[src/rtl/spi_mux_handoff_ctl.sv]
// ============================================================================
// Module   : spi_mux_handoff_ctl
// Brief    : Hands one shared SPI flash mux between the host path and the PFR
//            master once host CS_N has been quiet long enough.
//            Optional forced takeover: define SPI_MUX_TIMEOUT_EN.
// Revision : 1.0 - initial release
// ============================================================================
`default_nettype none

module spi_mux_handoff_ctl #(
    parameter int IDLE_CYCLES    = 16,
    parameter int SETTLE_CYCLES  = 4,
    parameter int RST_CYCLES     = 8,
    parameter int TIMEOUT_CYCLES = 4096
) (
    input  logic       iClk,
    input  logic       iRst,
    input  logic       iPfrReq,
    input  logic       iHostCs_n,
    output logic       oMasterSel,
    output logic       oFlashRst_n,
    output logic       oGrant,
    output logic       oTimeout,
    output logic [2:0] oState
);

    localparam int c_MAX_A = (IDLE_CYCLES > SETTLE_CYCLES) ? IDLE_CYCLES : SETTLE_CYCLES;
    localparam int c_MAX_P = (c_MAX_A > RST_CYCLES) ? c_MAX_A : RST_CYCLES;
    localparam int c_CW    = $clog2(c_MAX_P + 1);

    localparam logic [c_CW-1:0] c_IDLE_LAST   = c_CW'(IDLE_CYCLES - 1);
    localparam logic [c_CW-1:0] c_SETTLE_LAST = c_CW'(SETTLE_CYCLES - 1);
    localparam logic [c_CW-1:0] c_RST_LAST    = c_CW'(RST_CYCLES - 1);
    localparam logic [c_CW-1:0] c_CNT_MAX     = {c_CW{1'b1}};

    typedef enum logic [2:0] {
        S_HOST        = 3'd0,
        S_WAIT_IDLE   = 3'd1,
        S_SWITCH_PFR  = 3'd2,
        S_PFR_OWN     = 3'd3,
        S_FLASH_RST   = 3'd4,
        S_SWITCH_HOST = 3'd5
    } state_t;

    state_t            r_state;
    state_t            w_state_nxt;
    logic              r_cs_s1;
    logic              r_cs_s2;
    logic [c_CW-1:0]   r_idle_cnt;
    logic [c_CW-1:0]   w_idle_nxt;
    logic [c_CW-1:0]   r_cnt;
    logic [c_CW-1:0]   w_cnt_nxt;
    logic [c_CW-1:0]   w_idle_inc;
    logic [c_CW-1:0]   w_cnt_inc;
    logic              r_master_sel;
    logic              r_flash_rst_n;
    logic              r_grant;
    logic              w_timeout_nxt;

    assign w_idle_inc = (r_idle_cnt == c_CNT_MAX) ? r_idle_cnt : r_idle_cnt + c_CW'(1);
    assign w_cnt_inc  = (r_cnt == c_CNT_MAX) ? r_cnt : r_cnt + c_CW'(1);

`ifdef SPI_MUX_TIMEOUT_EN
    localparam int              c_TW      = $clog2(TIMEOUT_CYCLES + 1);
    localparam logic [c_TW-1:0] c_TO_LAST = c_TW'(TIMEOUT_CYCLES - 1);
    localparam logic [c_TW-1:0] c_TO_MAX  = {c_TW{1'b1}};

    logic [c_TW-1:0] r_to_cnt;
    logic [c_TW-1:0] w_to_nxt;
    logic            r_timeout;

    always_ff @(posedge iClk) begin
        if (iRst) begin
            r_to_cnt  <= '0;
            r_timeout <= 1'b0;
        end else begin
            r_to_cnt  <= w_to_nxt;
            r_timeout <= w_timeout_nxt;
        end
    end

    assign oTimeout = r_timeout;
`else
    logic w_unused_timeout;
    assign w_unused_timeout = (TIMEOUT_CYCLES != 0) ^ w_timeout_nxt;
    assign oTimeout         = 1'b0;
`endif

    always_comb begin
        w_state_nxt   = r_state;
        w_idle_nxt    = r_idle_cnt;
        w_cnt_nxt     = r_cnt;
        w_timeout_nxt = 1'b0;
`ifdef SPI_MUX_TIMEOUT_EN
        w_to_nxt      = r_to_cnt;
`endif
        case (r_state)
            S_HOST: begin
                w_idle_nxt = '0;
                w_cnt_nxt  = '0;
`ifdef SPI_MUX_TIMEOUT_EN
                w_to_nxt   = '0;
`endif
                if (iPfrReq) begin
                    w_state_nxt = S_WAIT_IDLE;
                end
            end
            S_WAIT_IDLE: begin
                w_cnt_nxt = '0;
                // Release beats both the idle match and the forced takeover.
                if (!iPfrReq) begin
                    w_state_nxt = S_HOST;
                end else if (r_cs_s2 && (r_idle_cnt >= c_IDLE_LAST)) begin
                    w_state_nxt = S_SWITCH_PFR;
                    w_idle_nxt  = '0;
`ifdef SPI_MUX_TIMEOUT_EN
                end else if (r_to_cnt >= c_TO_LAST) begin
                    w_state_nxt   = S_SWITCH_PFR;
                    w_timeout_nxt = 1'b1;
`endif
                end else begin
                    w_idle_nxt = r_cs_s2 ? w_idle_inc : '0;
`ifdef SPI_MUX_TIMEOUT_EN
                    w_to_nxt   = (r_to_cnt == c_TO_MAX) ? r_to_cnt : r_to_cnt + c_TW'(1);
`endif
                end
            end
            S_SWITCH_PFR: begin
                if (r_cnt >= c_SETTLE_LAST) begin
                    w_state_nxt = S_PFR_OWN;
                    w_cnt_nxt   = '0;
                end else begin
                    w_cnt_nxt   = w_cnt_inc;
                end
            end
            S_PFR_OWN: begin
                w_cnt_nxt = '0;
                if (!iPfrReq) begin
                    w_state_nxt = S_FLASH_RST;
                end
            end
            S_FLASH_RST: begin
                if (r_cnt >= c_RST_LAST) begin
                    w_state_nxt = S_SWITCH_HOST;
                    w_cnt_nxt   = '0;
                end else begin
                    w_cnt_nxt   = w_cnt_inc;
                end
            end
            S_SWITCH_HOST: begin
                if (r_cnt >= c_SETTLE_LAST) begin
                    w_state_nxt = S_HOST;
                    w_cnt_nxt   = '0;
                end else begin
                    w_cnt_nxt   = w_cnt_inc;
                end
            end
            default: begin
                w_state_nxt = S_HOST;
                w_cnt_nxt   = '0;
                w_idle_nxt  = '0;
            end
        endcase
    end

    // Outputs are decoded from the next state so they line up with oState.
    always_ff @(posedge iClk) begin
        if (iRst) begin
            r_state       <= S_HOST;
            r_cs_s1       <= 1'b1;
            r_cs_s2       <= 1'b1;
            r_idle_cnt    <= '0;
            r_cnt         <= '0;
            r_master_sel  <= 1'b0;
            r_flash_rst_n <= 1'b1;
            r_grant       <= 1'b0;
        end else begin
            r_state       <= w_state_nxt;
            r_cs_s1       <= iHostCs_n;
            r_cs_s2       <= r_cs_s1;
            r_idle_cnt    <= w_idle_nxt;
            r_cnt         <= w_cnt_nxt;
            r_master_sel  <= (w_state_nxt == S_SWITCH_PFR) ||
                             (w_state_nxt == S_PFR_OWN)    ||
                             (w_state_nxt == S_FLASH_RST);
            r_flash_rst_n <= (w_state_nxt != S_FLASH_RST);
            r_grant       <= (w_state_nxt == S_PFR_OWN);
        end
    end

    assign oMasterSel  = r_master_sel;
    assign oFlashRst_n = r_flash_rst_n;
    assign oGrant      = r_grant;
    assign oState      = r_state;

endmodule

`default_nettype wire

[config.mk]
export PLATFORM = sky130hd
export DESIGN_NAME = spi_mux_handoff_ctl
export DESIGN_NICKNAME = d
export VERILOG_FILES = /design/src/rtl/spi_mux_handoff_ctl.sv
export SDC_FILE = /design/constraint.sdc
export NUM_CORES = 1
export LEC_CHECK = 0
export CAP_MARGIN = 20
export CORE_AREA = 4 4 57 59
export DETAILED_ROUTE_END_ITERATION = 8
export DIE_AREA = 0 0 61 63
export PLACE_DENSITY_LB_ADDON = 0.05
export SYNTH_ARGS = -nofsm -noshare
export SYNTH_HDL_FRONTEND = slang
export SYNTH_SLANG_ARGS = --single-unit
[constraint.sdc]
create_clock -name iClk -period 3.6 [get_ports iClk]
set_input_delay 0.54 -clock iClk [delete_from_list [all_inputs] [get_ports iClk]]
set_output_delay 0.54 -clock iClk [all_outputs]
set_load 0.01 [all_outputs]
==> summary.txt <==
Clock network
  • Root buf cell: clkbuf_4
  • Clock slew seen by the registers of the worst setup and hold paths: 120 ps
  • Later-pin clock latency in the skew report: 300 ps
  • H-Tree Level Count: 1
  • Num CTS Buffers: 3
  • Clk sinks: 18
  • Post_cts resized: 0
  • Postcts setup bufs: 0
  • CTS tree: yes
  • Clock buffer depth: 2
  • Hold-fix buffers, CTS: 0

Worst setup path
  • Crit-path leading delay family: buffers and inverters
  • Kind of critical path: flip-flop to output port
  • Slowest CP cell: clkdlybuf4s50_1
  • Worst path arrival time: 1500 ps
  • R2R depth: 7
  • CP Launch Type: flip-flop
  • CP cell instances: clkdlybuf4s50_1
  • Required time worst endpoint: 3060 ps
  • CP Buf/Inv Count: 1
  • Critical path depth in cells: 1
  • Largest stage delay on the critical path: 620 ps
  • Worst Path Max Fanout: 13
  • CP endpoint kind: output port

Worst hold path
  • Hold crit path type: flip-flop to flip-flop
  • Hold depth: 1

Placed design
  • Post-detail-place hpwl: 1320 µm
  • Setup slack at placement: 1670 ps
  • RD Place Congestion: 0.757
  • Number of buffers added on ports: 9
  • Placed standard-cell area: 1030 µm²

Pwr
  • Leak: 0.437 nW
  • Seq pwr share: 0.571
  • Maximum vdd ir drop: 0.000223 V
  • Sw Ratio: 0.233
  • Clock Power Share: 0.351
  • Switching power: 84.5 µW
  • Internal: 278 µW
  • Comb power frac: 0.078
  • Power per cell area: 339 nW/µm²

Cells and area
  • # fillers: 299
  • Fin area: 1070 µm²
  • Final #Nets: 122
  • Commonest non-fill, non-tap cell in the layout: dfxtp_1
  • Area delta synth->final: 16.5%
  • Antenna cells: 0
  • Layout cell share with drive strength beyond 1: 0.106
  • Most frequent cells in the layout: dfxtp_1, clkdlybuf4s50_1, nand2_1

STA
  • Fin. Hold Viols: 0
  • Pins Over Slew Limit: 0
  • Fmax: 490 MHz
  • Slew @ Worst Pin: 547 ps
  • Worst Skew: 14.1 ps
  • Setup-failing EPs final: 0
  • Unrepaired setup endpoints after global routing: false
  • Setup ws final: 1560 ps
  • Worst rel slew slack: 0.633
  • Period utilization: 0.566
  • Setup TNS: 0 ps
  • Final critical-path required period: 2040 ps

Die
  • Die width: 61 µm
  • Area of the core: 2710 µm²
  • Die area: 3840 µm²
  • FP Rows: 19
  • Initial Utilization: 0.339
  • IO Pins: 11
  • Die Height: 63 µm

Synthesis
  • Post-synthesis cell type count: 45
  • Synth warn: 0
  • Post-Synth Adder-Cell Area: 0.0653
  • Compound-Gate Fraction of Synth Area: 0.205
  • Avg Cell Area, Syn: 9.02 µm²
  • Async set-reset flop share out of synthesis: 0
  • Main combinational cell family by area after synthesis: simple AND/OR/NAND/NOR gates
  • Post-synthesis mux area share: 0.0109
  • Seq/Total Area, Yosys: 0.392
  • Ys flop type: dfxtp_1
  • Mapped Area: 920 µm²
  • Post-synth EDFFs: 0
  • Synth Instances: 102
  • Seq cells post-synth: 18
  • Synth Area in Simple Gates: 0.256
  • Synth Area in XOR/XNOR: 0.0190

Global routing
  • Largest net degree at the start of global routing: 14
  • Number of global-route vias before repair: 672
  • First-pass GRT wire length: 3080 µm
  • Antenna violations before repair: 0
  • GRT Total Usage: 0.103
  • Gr ovfl total: 0

Detailed routing
  • Detailed Routing Iterations Pass 1: 4
  • Post-DRT Antenna Nets: 0
  • DR vias: 747
  • DR iter-0 viols: 21
  • Wire per inst: 12.7 µm
  • Routed WL: 1830 µm
  • Vias/cell: 5.19
  • Remaining DRCs: 0

Status
  • Outcome: completed

Job
  • Max-Cap Viols: 0
==> state kept, by name, indices dropped and copies added (netlist names) <==
name	count
oFlashRst_n	1
oGrant	1
oMasterSel	1
oState	3
r_cnt	5
r_cs_s1	1
r_cs_s2	1
r_idle_cnt	5
==> cells by family after synthesis <==
logic type	Yosys count
and+or+nand+nor	39
AOI/OAI and AO/OA	26
DFF	18
buffers and inverters	10
adders and majority gates	5
xor gates and xnor gates	2
other	1
muxes	1
==> layer usage <==
layer  vias to the layer above  wire length [µm]  GRT usage
met5                         -                 0          0
met4                         0                14     0.0407
met3                         2                63     0.0248
met2                        10               833      0.156
met1                       348               914      0.139
li1                        387                 -          -
==> metrics by stage <==
| step | power, mW | hold slack [ps] | cells | util |
|---|---|---|---|---|
| 2_1_floorplan | 0.231 | 389 | 104 | - |
| 3_3_place_gp | 0.240 | 393 | 140 | 0.382 |
| 3_5_place_dp | 0.240 | 394 | 140 | 0.382 |
| 4_1_cts | 0.368 | 419 | 144 | 0.395 |
| 5_1_grt | 0.378 | 434 | 144 | 0.395 |
| 6_report | 0.363 | 418 | 144 | 0.395 |
==> worst paths after layout <==
check | from | endpoint | slack, ps
max | oState[2]$_SDFF_PP0_ | oState[2] | 1560
min | r_cs_s1$_SDFF_PP1_ | r_cs_s2$_SDFF_PP1_ | 420
max reg2reg | r_idle_cnt[0]$_SDFFE_PP0P_ | r_idle_cnt[0]$_SDFFE_PP0P_ | 1660
min reg2reg | r_cs_s1$_SDFF_PP1_ | r_cs_s2$_SDFF_PP1_ | 420
==> synthesized netlist by cell type (2+ instances only) <==
| master | number | area [µm²] |
|---|---|---|
| a21oi_1 | 5 | 25.0 |
| nand4_1 | 2 | 12.5 |
| buf_2 | 2 | 10.0 |
| nand2_1 | 8 | 30.0 |
| nor3_1 | 4 | 20.0 |
| o32ai_1 | 3 | 26.3 |
| nor2_1 | 6 | 22.5 |
| inv_1 | 6 | 22.5 |
| a2bb2oi_1 | 2 | 17.5 |
| ha_1 | 4 | 50.1 |
| nand3_1 | 3 | 15.0 |
| or2_2 | 4 | 25.0 |
| dfxtp_1 | 18 | 360 |
| o21ai_0 | 2 | 10.0 |
| a211oi_1 | 2 | 15.0 |
| nor2b_1 | 2 | 12.5 |
==> power by group through the flow <==
stage                     combinational [mW]  sequential (mW)  clock [mW]
after global placement                0.0282            0.212           0
after floorplan                       0.0215            0.210           0
after CTS                             0.0283            0.207       0.132
after global routing                  0.0313            0.208       0.139
final                                 0.0282            0.207       0.127
after detailed placement              0.0280            0.212           0
==> cell type report <==
| cell class | instances | area (µm²) | share of cell area |
|---|---|---|---|
| clock buffer | 4 | 36.3 | 0.0339 |
| timing repair buffer | 9 | 90.1 | 0.0841 |
| sequential | 18 | 360 | 0.336 |
| inverter | 6 | 22.5 | 0.0210 |
| multi-input combinational | 76 | 523 | 0.488 |
| tap | 31 | 38.8 | 0.0362 |
No activity file was read; power rests on OpenSTA's default activity.
